## src/rtl/norflash_pkg.sv

```systemverilog
// Shared definitions for the NOR flash arbiter: command codes, FSM encoding
// and the word-0 packing used on the SPI port.
package norflash_pkg;

    localparam int LINEWIDE = 32;

    localparam logic [7:0] CMD_READ  = 8'h01;
    localparam logic [7:0] CMD_WRITE = 8'h02;

    typedef enum logic [2:0] {
        ST_IDLE  = 3'd0,
        ST_SETUP = 3'd1,
        ST_HI0   = 3'd2,
        ST_LO1   = 3'd3,
        ST_HI1   = 3'd4,
        ST_HOLD  = 3'd5,
        ST_DONE  = 3'd6
    } state_t;

    function automatic logic [31:0] pack_word0(input logic [23:0] addr, input logic [7:0] cmd);
        return {addr, cmd};
    endfunction

endpackage

```

## src/rtl/norflash_arbiter_rr.sv

```systemverilog
// Combinational round-robin picker: searches from last_gnt+1 upward (mod NREQ)
// and reports the first requester found.
module rr_arbiter #(
    parameter int NREQ = 2,
    parameter int IDXW = (NREQ > 1) ? $clog2(NREQ) : 1
) (
    input  logic [NREQ-1:0] req,
    input  logic [IDXW-1:0] last_gnt,
    output logic [IDXW-1:0] winner,
    output logic            valid
);

    int idx;

    // Walk from farthest to nearest so the nearest requester after last_gnt wins.
    always_comb begin
        winner = '0;
        valid  = 1'b0;
        idx    = 0;
        for (int k = NREQ; k >= 1; k--) begin
            idx = (int'(last_gnt) + k) % NREQ;
            if (req[IDXW'(idx)]) begin
                winner = IDXW'(idx);
                valid  = 1'b1;
            end
        end
    end

endmodule

```

## src/rtl/norflash_arbiter.sv

```systemverilog
// Round-robin arbiter sharing one SPI NOR flash port between NREQ requesters;
// each grant runs a two-word frame and returns a one-cycle gnt pulse.
module norflash_arbiter #(
    parameter int NREQ     = 2,
    parameter int LINEWIDE = norflash_pkg::LINEWIDE,
    parameter int CLKDIV   = 1
) (
    input  logic                     p_clk,
    input  logic                     p_resetn,
    input  logic [NREQ-1:0]          req,
    input  logic [NREQ-1:0]          req_write,
    input  logic [NREQ*24-1:0]       req_addr,
    input  logic [NREQ*LINEWIDE-1:0] req_wdata,
    output logic [NREQ-1:0]          gnt,
    output logic [LINEWIDE-1:0]      rdata,
    output logic                     busy,
    output logic [LINEWIDE-1:0]      s_mosi,
    input  logic [LINEWIDE-1:0]      s_miso,
    output logic                     s_clk,
    output logic                     s_css
);
    import norflash_pkg::*;

    localparam int IDXW = (NREQ > 1) ? $clog2(NREQ) : 1;
    localparam int PW   = $clog2(CLKDIV + 1);

    state_t              state_q, state_d;
    logic [PW-1:0]       phase_q, phase_d;
    logic [IDXW-1:0]     win_q, win_d, last_q, last_d;
    logic                wr_q, wr_d;
    logic [23:0]         addr_q, addr_d;
    logic [LINEWIDE-1:0] wdata_q, wdata_d;
    logic [NREQ-1:0]     gnt_q, gnt_d;
    logic [LINEWIDE-1:0] rdata_q, rdata_d, mosi_q, mosi_d;
    logic                busy_q, busy_d, sclk_q, sclk_d, css_q, css_d;
    logic [IDXW-1:0]     arb_winner;
    logic                arb_valid;
    logic                phase_done;

    rr_arbiter #(.NREQ(NREQ), .IDXW(IDXW)) u_rr (
        .req      (req),
        .last_gnt (last_q),
        .winner   (arb_winner),
        .valid    (arb_valid)
    );

    assign phase_done = (phase_q == '0);

    always_comb begin
        state_d = state_q;
        win_d   = win_q;
        last_d  = last_q;
        wr_d    = wr_q;
        addr_d  = addr_q;
        wdata_d = wdata_q;
        rdata_d = rdata_q;
        mosi_d  = mosi_q;
        unique case (state_q)
            ST_IDLE: if (arb_valid) begin
                state_d = ST_SETUP;
                win_d   = arb_winner;
                wr_d    = req_write[arb_winner];
                addr_d  = req_addr[int'(arb_winner)*24 +: 24];
                wdata_d = req_wdata[int'(arb_winner)*LINEWIDE +: LINEWIDE];
            end
            ST_SETUP: if (phase_done) state_d = ST_HI0;
            ST_HI0:   if (phase_done) state_d = ST_LO1;
            ST_LO1:   if (phase_done) state_d = ST_HI1;
            ST_HI1: if (phase_done) begin
                state_d = ST_HOLD;
                if (!wr_q) rdata_d = s_miso;
            end
            ST_HOLD:  if (phase_done) state_d = ST_DONE;
            ST_DONE: begin
                state_d = ST_IDLE;
                last_d  = win_q;
            end
            default:  state_d = ST_IDLE;
        endcase

        if (state_d != state_q)  phase_d = PW'(CLKDIV - 1);
        else if (!phase_done)    phase_d = phase_q - 1'b1;
        else                     phase_d = phase_q;

        // Pin flops are loaded from the next state so they line up with state_q.
        if (state_q == ST_IDLE && state_d == ST_SETUP)
            mosi_d = LINEWIDE'(pack_word0(addr_d, wr_d ? CMD_WRITE : CMD_READ));
        if (state_q == ST_HI0 && state_d == ST_LO1)
            mosi_d = wr_q ? wdata_q : '0;

        css_d  = !(state_d inside {ST_SETUP, ST_HI0, ST_LO1, ST_HI1, ST_HOLD});
        sclk_d = (state_d inside {ST_HI0, ST_HI1});
        busy_d = (state_d != ST_IDLE);
        gnt_d  = '0;
        if (state_d == ST_DONE) gnt_d[win_d] = 1'b1;
    end

    always_ff @(posedge p_clk or negedge p_resetn) begin
        if (!p_resetn) begin
            state_q <= ST_IDLE;
            phase_q <= PW'(CLKDIV - 1);
            win_q   <= '0;
            last_q  <= IDXW'(NREQ - 1);
            wr_q    <= 1'b0;
            addr_q  <= '0;
            wdata_q <= '0;
            gnt_q   <= '0;
            rdata_q <= '0;
            mosi_q  <= '0;
            busy_q  <= 1'b0;
            sclk_q  <= 1'b0;
            css_q   <= 1'b1;
        end else begin
            state_q <= state_d;
            phase_q <= phase_d;
            win_q   <= win_d;
            last_q  <= last_d;
            wr_q    <= wr_d;
            addr_q  <= addr_d;
            wdata_q <= wdata_d;
            gnt_q   <= gnt_d;
            rdata_q <= rdata_d;
            mosi_q  <= mosi_d;
            busy_q  <= busy_d;
            sclk_q  <= sclk_d;
            css_q   <= css_d;
        end
    end

    assign gnt    = gnt_q;
    assign rdata  = rdata_q;
    assign busy   = busy_q;
    assign s_mosi = mosi_q;
    assign s_clk  = sclk_q;
    assign s_css  = css_q;

endmodule
```

## config.mk

```make
export PLATFORM = sky130hd
export DESIGN_NAME = norflash_arbiter
export DESIGN_NICKNAME = d
export VERILOG_FILES = /design/src/rtl/norflash_pkg.sv /design/src/rtl/norflash_arbiter_rr.sv /design/src/rtl/norflash_arbiter.sv
export SDC_FILE = /design/constraint.sdc
export NUM_CORES = 1
export LEC_CHECK = 0
export ABC_CLOCK_PERIOD_IN_PS = 2510
export BUFFER_PORTS_ARGS = -buffer_cell sky130_fd_sc_hd__buf_2
export CAP_MARGIN = 10
export CORE_MARGIN = 10
export CORE_UTILIZATION = 45
export CTS_BUF_LIST = sky130_fd_sc_hd__clkbuf_4
export DETAILED_ROUTE_END_ITERATION = 8
export PLACE_DENSITY = 0.73
export SLEW_MARGIN = 5
export SYNTH_ARGS = -nofsm -noshare
export SYNTH_HDL_FRONTEND = slang
export SYNTH_SLANG_ARGS = --single-unit
```

## constraint.sdc

```tcl
create_clock -name p_clk -period 2.51 [get_ports p_clk]
set_clock_uncertainty 0.2 [all_clocks]
set_input_delay 0.502 -clock p_clk [delete_from_list [all_inputs] [get_ports p_clk]]
set_output_delay 0.502 -clock p_clk [all_outputs]
set_load 0.01 [all_outputs]
```

==> results of run 1 <==
==> worst max-delay path: stages, from the launching register on <==
cell and delay, ns:
dfrtp_1 0.46, or3b_2 0.51, buf_4 0.30, nand2_2 0.52, o221a_2 0.29
==> state kept, by name, summed over array words and instances (netlist names), 2 cells and up <==
signal	count
addr_q	24
s_mosi	32
gnt	2
rdata	32
state_q	3
wdata_q	32
==> metrics by stage <==
step	std cells	cell area, um^2	total power, W	util, %
5_1_grt	992	8200	0.0100	61.5
3_3_place_gp	904	7420	0.00777	55.6
6_report	992	8200	0.00930	61.5
4_1_cts	990	8200	0.00938	61.4
3_5_place_dp	904	7420	0.00802	55.6
2_1_floorplan	542	6170	0.00655	-
==> what timing repair did <==
item / in CTS / in global routing
hold endpoints to repair: 76 / 0
buffers inserted: 0 / 0
gates resized for setup: 0 / 0
hold buffers: 54 / 0
==> cell type report <==
cell class	count	area (um^2)
multi-input combinational	360	2620
sequential	131	3280
timing repair buffer	290	1830
clock inverter	9	63.8
inverter	1	3.75
tap	176	220
fill	1124	5140
clock buffer	23	173
antenna	2	5.00
==> cell usage in the layout, fill, tap and decap left out, types with 3 or more instances in the layout <==
cell,count
a21o_1,25
nor2_1,27
clkinv_2,3
dfrtp_1,129
clkinv_1,5
mux2_2,33
mux2i_1,57
o221a_1,12
a21oi_1,50
o221a_2,12
buf_4,15
or4_1,24
buf_12,5
o21ai_1,33
dlygate4sd3_1,54
buf_2,216
clkbuf_4,23
and3_1,27
a32o_1,6
nand2_1,36
==> final timing paths <==
check | slack (ns) | to
setup / recovery | 0.15 | s_mosi[10]
hold / removal | 0.04 | wdata_q[5]
setup reg to reg | 0.15 | s_mosi[10]
hold reg to reg | 0.28 | wdata_q[31]
max in group asynchronous | 1.21 | addr_q[23]
min in group asynchronous | 0.24 | rdata[11]
==> logic make-up (layout without fill, tap and decap cells) <==
logic type             after synthesis  count (layout)
AOI/OAI and AO/OA                  144             144
buffers and inverters               51             323
DFF                                131             131
muxes                               90              90
other                                0               2
and+or+nand+nor                    126             126
==> power groups by stage <==
stage	clock network, W	logic (W)	registers [W]
detailed placement	0	0.00435	0.00367
floorplan	0	0.00279	0.00376
finish	0.00126	0.00439	0.00364
global route	0.00139	0.00486	0.00376
global placement	0	0.00415	0.00362
CTS	0.00130	0.00445	0.00363
==> per-layer routing <==
| metal | wire length [um] | global-route usage [%] | part of all wire [%] |
|---|---|---|---|
| met1 | 6900 | 21.6 | 38 |
| met3 | 1070 | 5.43 | 5.8 |
| met2 | 9630 | 34.5 | 53 |
| met5 | 0 | 0 | 0 |
| met4 | 691 | 10.1 | 3.8 |
==> results.ini, run 1 <==
[run_status]
outcome = finished clean

[power_and_ir_drop]
comb_power_share_pct = 47.3
ir_drop_uv = 581
seqPwrFrac_pct = 39.2
switching_share_pct = 38.6
clockPowerShare_pct = 13.6
power.density_nw_per_um2 = 1130
intPower_w = 0.00571
p_switching_w = 0.00359
cellLeakagePower_nw = 4.07

[detailed_routing]
first_iter_violations = 229
wl_per_cell_um = 18.4
via_per_inst = 5.42
routed_wl_um = 18300
postRouteAntennaNets = 0
vias = 5372
dr.pass1.iters = 4
drcViolationCount = 0

[cells_and_area]
drive_gt1_share_pct = 38.9
nets = 951
syn2layout_area_growth_pct = 33.0

[hold_path]
hold_path_class = input port to flop
min-delay-start = req_wdata[5]
hold_depth = 3

[clock_tree]
insertion_delay_ns = 0.54
cts_tree = done
cts.sinks = 131
cts_buffers = 17
cts_root_buffer = clkbuf_4
cts_buffer_depth = 2
cts_max_level = 4
path_clk_slew_ns = 0.10

[placement]
io_buffers = 217
hpwl_um = 12400
pre_cts_ws_ns = 0.139
gp_congestion = 0.808

[synthesis]
synth_flop_cell = dfrtp_1
avgSynthCellArea_um2 = 11.4
synth_cells = 542
syn-num-nets = 692
synth.distinct_cells = 34
ys_async_sr_fraction_pct = 100
seq_area_frac_synth_pct = 53.2
synth_compound_area_share_pct = 15.8
ys_ff_latch = 131
synth_edf_count = 0
netlist.area_leader.share_pct = 52.3
synth_area_um2 = 6170
yosys.area.top_type = dfrtp_1
synth_mux_area_share_pct = 15.3
synth.most_common_cell = dfrtp_1
yosysWarnings = 0
synth_area_leaders = dfrtp_1, mux2i_1, mux2_2
synth-simple-area-share_pct = 11.3
synth_xor_xnor_area_share_pct = 0
synthTopCellsByCount = dfrtp_1, mux2i_1, a21oi_1
synth_top_family_by_area = compound AO/OA/AOI/OAI gates
synthAdderAreaFrac_pct = 0

[timing]
rsz0062_at_grt = no
finalCritPeriodShare_pct = 93.9
relSlewSlack_pct = 61.1
period_needed_ns = 2.36
tns_ns = 0
setup_ws_ns = 0.154
clock.fmax_ghz = 0.424
setup_viol = 0
worstMarginPinSlew_ns = 0.581
hold_viol = 0
finalMaxSlewViolations = 0
whs_ns = 0.0356

[setup_path]
crit_arrival_ns = 2.64
startpoint = state_q[2]
ff2ff_path_depth = 4
worst-path-max-fanout = 52
critical_path_class = flop to flop
start_kind = flop
crit_path_end_kind = flop
required_ns = 2.80
r2r_start = state_q[2]

[global_routing]
grt_overflow = 0
grt_pass1_wl_um = 29300
first_global_vias = 5766
grt_usage_pct = 19.8
grt_antenna_before_repair = 2
grt_max_degree = 100

[floorplanning]
fp.dieH_um = 137
ios = 219
die_area_um2 = 18800
std_cell_rows = 42
initial_utilization_pct = 46.2
core_area_um2 = 13300
die_x_um = 137

[run]
maxCapViolations = 0

Note: power is estimated with default switching activity, not from simulation.
==> run 2: changes to the inputs <==
--- a/config.mk
+++ b/config.mk
@@ -8,7 +8,7 @@
 export ABC_CLOCK_PERIOD_IN_PS = 2510
 export BUFFER_PORTS_ARGS = -buffer_cell sky130_fd_sc_hd__buf_2
 export CAP_MARGIN = 10
-export CORE_MARGIN = 10
+export CORE_MARGIN = 5
 export CORE_UTILIZATION = 45
 export CTS_BUF_LIST = sky130_fd_sc_hd__clkbuf_4
 export DETAILED_ROUTE_END_ITERATION = 8
==> run 2 against run 1 <==
Net effect: global-route usage increased by 1.4 points; utilization is 0.44 points higher; cell area grew 0.72%; via count shrank 1.9%; sequential power about the same; final cell count rose by 0.60%; worst setup slack better by 0.042 ns; die area shrank 14%; sequential share of layout area is 0.28 points lower; wire length down 8.5%; critical endpoint is now wdata_q[30]; largest power group unchanged.
==> results.ini, run 2 (same netlist as run 1, synthesis figures left out) <==
[run_status]
outcome = finished clean

[timing]
hold_viol = 0  ; unchanged
rsz0062_at_grt = no
setup_viol = 0  ; unchanged
tns_ns = 0  ; unchanged
setup_ws_ns = 0.196  ; +0.0416 ns
finalCritPeriodShare_pct = 92.2  ; -1.7 points
clock.fmax_ghz = 0.432  ; +1.8%
relSlewSlack_pct = 55.4  ; -5.8 points
period_needed_ns = 2.31  ; -0.0416 ns
finalMaxSlewViolations = 0  ; unchanged
worstMarginPinSlew_ns = 0.669  ; +0.0884 ns

[hold_path]
hold_path_end = wdata_q[27]
hold_depth = 3  ; unchanged
hold_path_class = input port to flop
min-delay-start = req_wdata[59]

[cells_and_area]
layout_commonest_cell = buf_2
drive_gt1_share_pct = 39.2  ; +0.28 points
nets = 958  ; +0.74%
design_area_um2 = 8260  ; +0.72%
final_cell_mix = buf_2, dfrtp_1, dlygate4sd3_1
postLayoutCoreUtil_pct = 61.9  ; +0.44 points
syn2layout_area_growth_pct = 33.9

[setup_path]
path_cells = nand2b_2 -> buf_4 -> mux2i_1 -> dlygate4sd3_1 -> o21ai_1
worst-path-max-fanout = 14  ; -73%
crit_path_end_kind = flop
start_kind = flop
ff2ff_path_depth = 5  ; +1
crit_slowest_cell = dfstp_2
required_ns = 2.75  ; -0.05 ns
r2r_start = last_q
crit_arrival_ns = 2.56  ; -0.08 ns
critical_path_class = flop to flop
r2r_setup_slack_ns = 0.20  ; +0.04 ns
r2r-end = wdata_q[30]
slowest_delay_ns = 0.70  ; +0.18 ns

[power_and_ir_drop]
seqPwrFrac_pct = 39.5  ; +0.3 points
comb_power_share_pct = 47.0  ; -0.3 points
power.density_nw_per_um2 = 1120  ; -0.78%
ir_drop_uv = 670  ; +15%
p_total_w = 0.00929  ; about the same
clockPowerShare_pct = 13.6  ; about the same
p_switching_w = 0.00357  ; -0.40%
cellLeakagePower_nw = 4.10  ; +0.71%
intPower_w = 0.00572  ; +0.15%
switching_share_pct = 38.5  ; -0.13 points

[placement]
placed_area_um2 = 7430  ; about the same
pre_cts_ws_ns = 0.309  ; +0.170 ns
io_buffers = 217  ; unchanged
gp_congestion = 0.753  ; -6.8%
hpwl_um = 11600  ; -6.5%

[run]
maxCapViolations = 0  ; unchanged

[global_routing]
grt_max_degree = 100  ; unchanged
grt_usage_pct = 21.2  ; +1.4 points
grt_antenna_before_repair = 1  ; -1
grt_pass1_wl_um = 27300  ; -6.8%
grt_overflow = 0  ; unchanged
first_global_vias = 5595  ; -3.0%

[clock_tree]
insertion_delay_ns = 0.55  ; about the same
cts.sinks = 131  ; unchanged
cts_buffers = 17  ; unchanged
cts_max_level = 4  ; unchanged
path_clk_slew_ns = 0.12  ; +0.02 ns
post-cts-setup-buffers = 0  ; unchanged
cts_tree = done
cts_root_buffer = clkbuf_4
cts_buffer_depth = 2  ; unchanged

[floorplanning]
die_area_um2 = 16200  ; -14%
initial_utilization_pct = 46.2  ; unchanged
fp.dieH_um = 127  ; -7.3%
core_area_um2 = 13300  ; unchanged
die_x_um = 127  ; -7.3%
ios = 219  ; unchanged
std_cell_rows = 42  ; unchanged

[detailed_routing]
dr.pass1.iters = 4  ; unchanged
via_per_inst = 5.28  ; -2.5%
postRouteAntennaNets = 0  ; unchanged
routed_wl_um = 16700  ; -8.5%
first_iter_violations = 332  ; +45%
wl_per_cell_um = 16.8  ; -9.1%
vias = 5272  ; -1.9%
drcViolationCount = 0  ; unchanged

-- run 2: changes by cell type in the layout (fill, tap and decap cells not counted), sizes merged --
| cell | delta |
|---|---|
| buf | +2 |
| clkbuf | -3 |
| clkinv | +1 |
| clkinvlp | +2 |
| diode | -1 |
| dlygate4sd3 | +5 |
-- run 2: layout make-up --
cell class	count	area, um^2
Antenna cell	1	2.50
Clock buffer	20	150
Clock inverter	12	91.3
Fill cell	1115	5080
Inverter	1	3.75
Multi-Input combinational cell	360	2620
Sequential cell	131	3280
Tap cell	176	220
Timing Repair Buffer	297	1890
-- run 2: stage by stage --
stage          std cells  hold WS (ns)
6_report             998        0.0399
5_1_grt              998        0.0189
4_1_cts              997       0.00291
2_1_floorplan        542       0.00641
3_3_place_gp         906         0.262
3_5_place_dp         906         0.271
-- run 2: what timing repair did --
item / 4_1_cts / 5_1_grt
endpoints found under the hold margin: 93 / 0
hold buffers: 59 / 0
gates resized for setup: 0 / 0
-- run 2: worst max path at each step --
| stage | from | endpoint | slack (ns) | cells past startpoint |
|---|---|---|---|---|
| 5_1_grt | last_q | wdata_q[30] | 0.09 | 5 |
| 4_1_cts | last_q | wdata_q[5] | 0.23 | 5 |
| 6_report | last_q | wdata_q[30] | 0.20 | 5 |
| 3_3_place_gp | req[0] | s_mosi[11] | 0.34 | 5 |
| 2_1_floorplan | state_q[1] | s_mosi[22] | 0.50 | 6 |
| 3_5_place_dp | state_q[1] | rdata[11] | 0.31 | 5 |
-- run 2: routing by layer --
metal	global-route usage, %	vias to the layer above	part of all wire, %
li1	-	2541	-
met1	24.3	2545	40
met2	37.5	142	53
met3	4.92	44	4.5
met4	9.65	0	3.3
met5	0	-	0
-- run 2: critical path, delay by kind of cell (launching register included) --
family / cells / cell delay (ns)
AOI/OAI and AO/OA: 1 / 0.06
buffers and inverters: 2 / 0.83
DFF: 1 / 0.70
muxes: 1 / 0.22
and+or+nand+nor: 1 / 0.19
-- run 2: power by group through the flow --
stage / logic (W) / clock network (W) / registers, W
4_1_cts: 0.00441 / 0.00130 / 0.00366
2_1_floorplan: 0.00279 / 0 / 0.00376
6_report: 0.00436 / 0.00126 / 0.00367
3_3_place_gp: 0.00413 / 0 / 0.00365
3_5_place_dp: 0.00429 / 0 / 0.00371
5_1_grt: 0.00480 / 0.00139 / 0.00377
==> run 3: changes to the inputs <==
--- a/config.mk
+++ b/config.mk
@@ -5,7 +5,7 @@
 export SDC_FILE = /design/constraint.sdc
 export NUM_CORES = 1
 export LEC_CHECK = 0
-export ABC_CLOCK_PERIOD_IN_PS = 2510
+export ABC_CLOCK_PERIOD_IN_PS = 2650
 export BUFFER_PORTS_ARGS = -buffer_cell sky130_fd_sc_hd__buf_2
 export CAP_MARGIN = 10
 export CORE_MARGIN = 5
==> constraint.sdc (replaced) <==
create_clock -name p_clk -period 2.65 [get_ports p_clk]
set_clock_uncertainty 0.2 [all_clocks]
set_input_delay 0.53 -clock p_clk [delete_from_list [all_inputs] [get_ports p_clk]]
set_output_delay 0.53 -clock p_clk [all_outputs]
set_load 0.01 [all_outputs]
==> run 3 against run 2 <==
Net effect: first-iteration DRC count rose by 5.7%; clock-buffer cell count shrank 2; die area unchanged; maximum frequency is 0.26% higher; register-to-register slack gained 0.15 ns; power shrank 4.1%; non-clock buffer count shrank 27; clock power grew 10%; highest routed layer unchanged.
==> results.ini, run 3 (same netlist as run 1, synthesis figures left out) <==
[run_status]
outcome = finished clean

[floorplanning]
die_x_um = 127  ; unchanged
die_area_um2 = 16200  ; unchanged
initial_utilization_pct = 46.2  ; unchanged
fp.dieH_um = 127  ; unchanged
core_area_um2 = 13300  ; unchanged
ios = 219  ; unchanged
std_cell_rows = 42  ; unchanged

[detailed_routing]
postRouteAntennaNets = 0  ; unchanged
first_iter_violations = 351  ; +5.7%
via_per_inst = 5.31  ; +0.55%
dr.pass1.iters = 6  ; +2
drcViolationCount = 0  ; unchanged
wl_per_cell_um = 16.8  ; -0.12%
routed_wl_um = 16300  ; -2.7%
vias = 5163  ; -2.1%

[setup_path]
crit_family = simple AND/OR/NAND/NOR gates
crit_path_end_kind = flop
ff2ff_path_depth = 4  ; -1
start_kind = flop
critical_path_class = flop to flop
r2r_setup_slack_ns = 0.34  ; +0.15 ns
crit_arrival_ns = 2.58  ; +0.02 ns
r2r-end = s_mosi[26]
slowest_delay_ns = 0.90  ; +0.20 ns
required_ns = 2.92  ; +0.17 ns
crit_slowest_cell = or4b_4
r2r_start = state_q[2]
worst-path-max-fanout = 57  ; +43
critPathBufInv = 1  ; -1
path_cells = or4b_4 -> nand2_2 -> buf_4 -> o221a_2

[cells_and_area]
multi_input_area_um2 = 2620  ; unchanged
layout_commonest_cell = buf_2
syn2layout_area_growth_pct = 30.3
final.fill_count = 1126  ; +0.99%
regArea_um2 = 3280  ; unchanged
instances_no_fill = 972  ; -2.6%
final_cell_mix = buf_2, dfrtp_1, mux2i_1
drive_gt1_share_pct = 40.6  ; +1.3 points
nets = 931  ; -2.8%

[timing]
tns_ns = 0  ; unchanged
setup_viol = 0  ; unchanged
hold_viol = 0  ; unchanged
rsz0062_at_grt = no
clock.fmax_ghz = 0.433  ; +0.26%
finalMaxSlewViolations = 0  ; unchanged
whs_ns = 0.0642  ; +0.0243 ns
worstMarginPinSlew_ns = 0.630  ; -0.0391 ns
finalCritPeriodShare_pct = 87.1  ; -5.1 points
relSlewSlack_pct = 58.0  ; +2.6 points
period_needed_ns = 2.31  ; -0.00609 ns
setup_ws_ns = 0.342  ; +0.146 ns

[clock_tree]
cts.sinks = 131  ; unchanged
cts_buffer_depth = 2  ; unchanged
insertion_delay_ns = 0.53  ; -0.02 ns
cts_max_level = 4  ; unchanged
cts_buffers = 17  ; unchanged
cts_tree = done
cts_root_buffer = clkbuf_4
path_clk_slew_ns = 0.12  ; about the same
cts_resized = 0  ; unchanged

[placement]
place_inst = 905  ; -0.11%
hpwl_um = 11200  ; -3.4%
io_buffers = 217  ; unchanged
gp_congestion = 0.755  ; +0.27%
pre_cts_ws_ns = 0.296  ; -0.0134 ns

[global_routing]
grt_overflow = 0  ; unchanged
grt_usage_pct = 20.5  ; -0.68 points
grt_pass1_wl_um = 26600  ; -2.8%
grt_max_degree = 100  ; unchanged
first_global_vias = 5413  ; -3.3%
grt_antenna_before_repair = 1  ; unchanged

[power_and_ir_drop]
power.density_nw_per_um2 = 1110  ; -1.4%
cellLeakagePower_nw = 3.99  ; -2.8%
ir_drop_uv = 488  ; -27%
p_total_w = 0.00891  ; -4.1%

[run]
maxCapViolations = 0  ; unchanged

[hold_path]
hold_depth = 3  ; unchanged
hold_path_end = wdata_q[4]
min-delay-start = req_wdata[36]
hold_path_class = input port to flop

## run 3: cell count changes in the layout (fill, tap and decap cells not counted), sizes merged, moves of 2 or more
cell / change
clkinv: -5
clkbuf: -2
bufinv: +2
clkinvlp: +4
dlygate4sd3: -26
## run 3: how the worst max path moves through the flow
stage / cells past startpoint / to / startpoint
5_1_grt: 4 / rdata[13] / state_q[2]
2_1_floorplan: 6 / s_mosi[22] / state_q[1]
6_report: 4 / s_mosi[26] / state_q[2]
4_1_cts: 4 / s_mosi[0] / state_q[2]
3_5_place_dp: 5 / s_mosi[0] / req[0]
3_3_place_gp: 5 / s_mosi[1] / req[0]
## run 3: final cells by class
| cell class | instances | area share, % |
|---|---|---|
| Inverter | 1 | 0.0467 |
| Sequential cell | 131 | 40.8 |
| Clock buffer | 18 | 1.68 |
| Tap cell | 176 | 2.74 |
| Multi-Input combinational cell | 360 | 32.6 |
| Antenna cell | 2 | 0.0622 |
| Clock inverter | 14 | 2.02 |
| Timing Repair Buffer | 270 | 20.0 |
## run 3: timing repair
action,4_1_cts,5_1_grt
buffers inserted,0,0
hold buffers,31,2
hold endpoints to repair,73,2
## run 3: power breakdown
| part | internal (W) | switching (W) | total, W |
|---|---|---|---|
| Combinational | 0.00193 | 0.00213 | 0.00406 |
| Sequential | 0.00293 | 0.000524 | 0.00346 |
| Clock | 0.000657 | 0.000736 | 0.00139 |
## run 3: tightest hold or removal path, stage by stage
cell	delay (ns)
buf_2	0.07
mux2i_1	0.05
o21ai_1	0.10
## run 3: layer usage
layer | GRT usage (%) | vias up | wire (um)
li1 | - | 2487 | -
met1 | 23.7 | 2493 | 6410
met2 | 36.4 | 152 | 8590
met3 | 5.51 | 31 | 932
met4 | 7.51 | 0 | 351
met5 | 0 | - | 0
## run 3: stage by stage
stage / instance area [um^2] / utilization (%)
after floorplan: 6170 / -
after global placement: 7410 / 55.5
after detailed placement: 7410 / 55.5
after CTS: 8020 / 60.1
after global routing: 8040 / 60.2
final: 8040 / 60.2
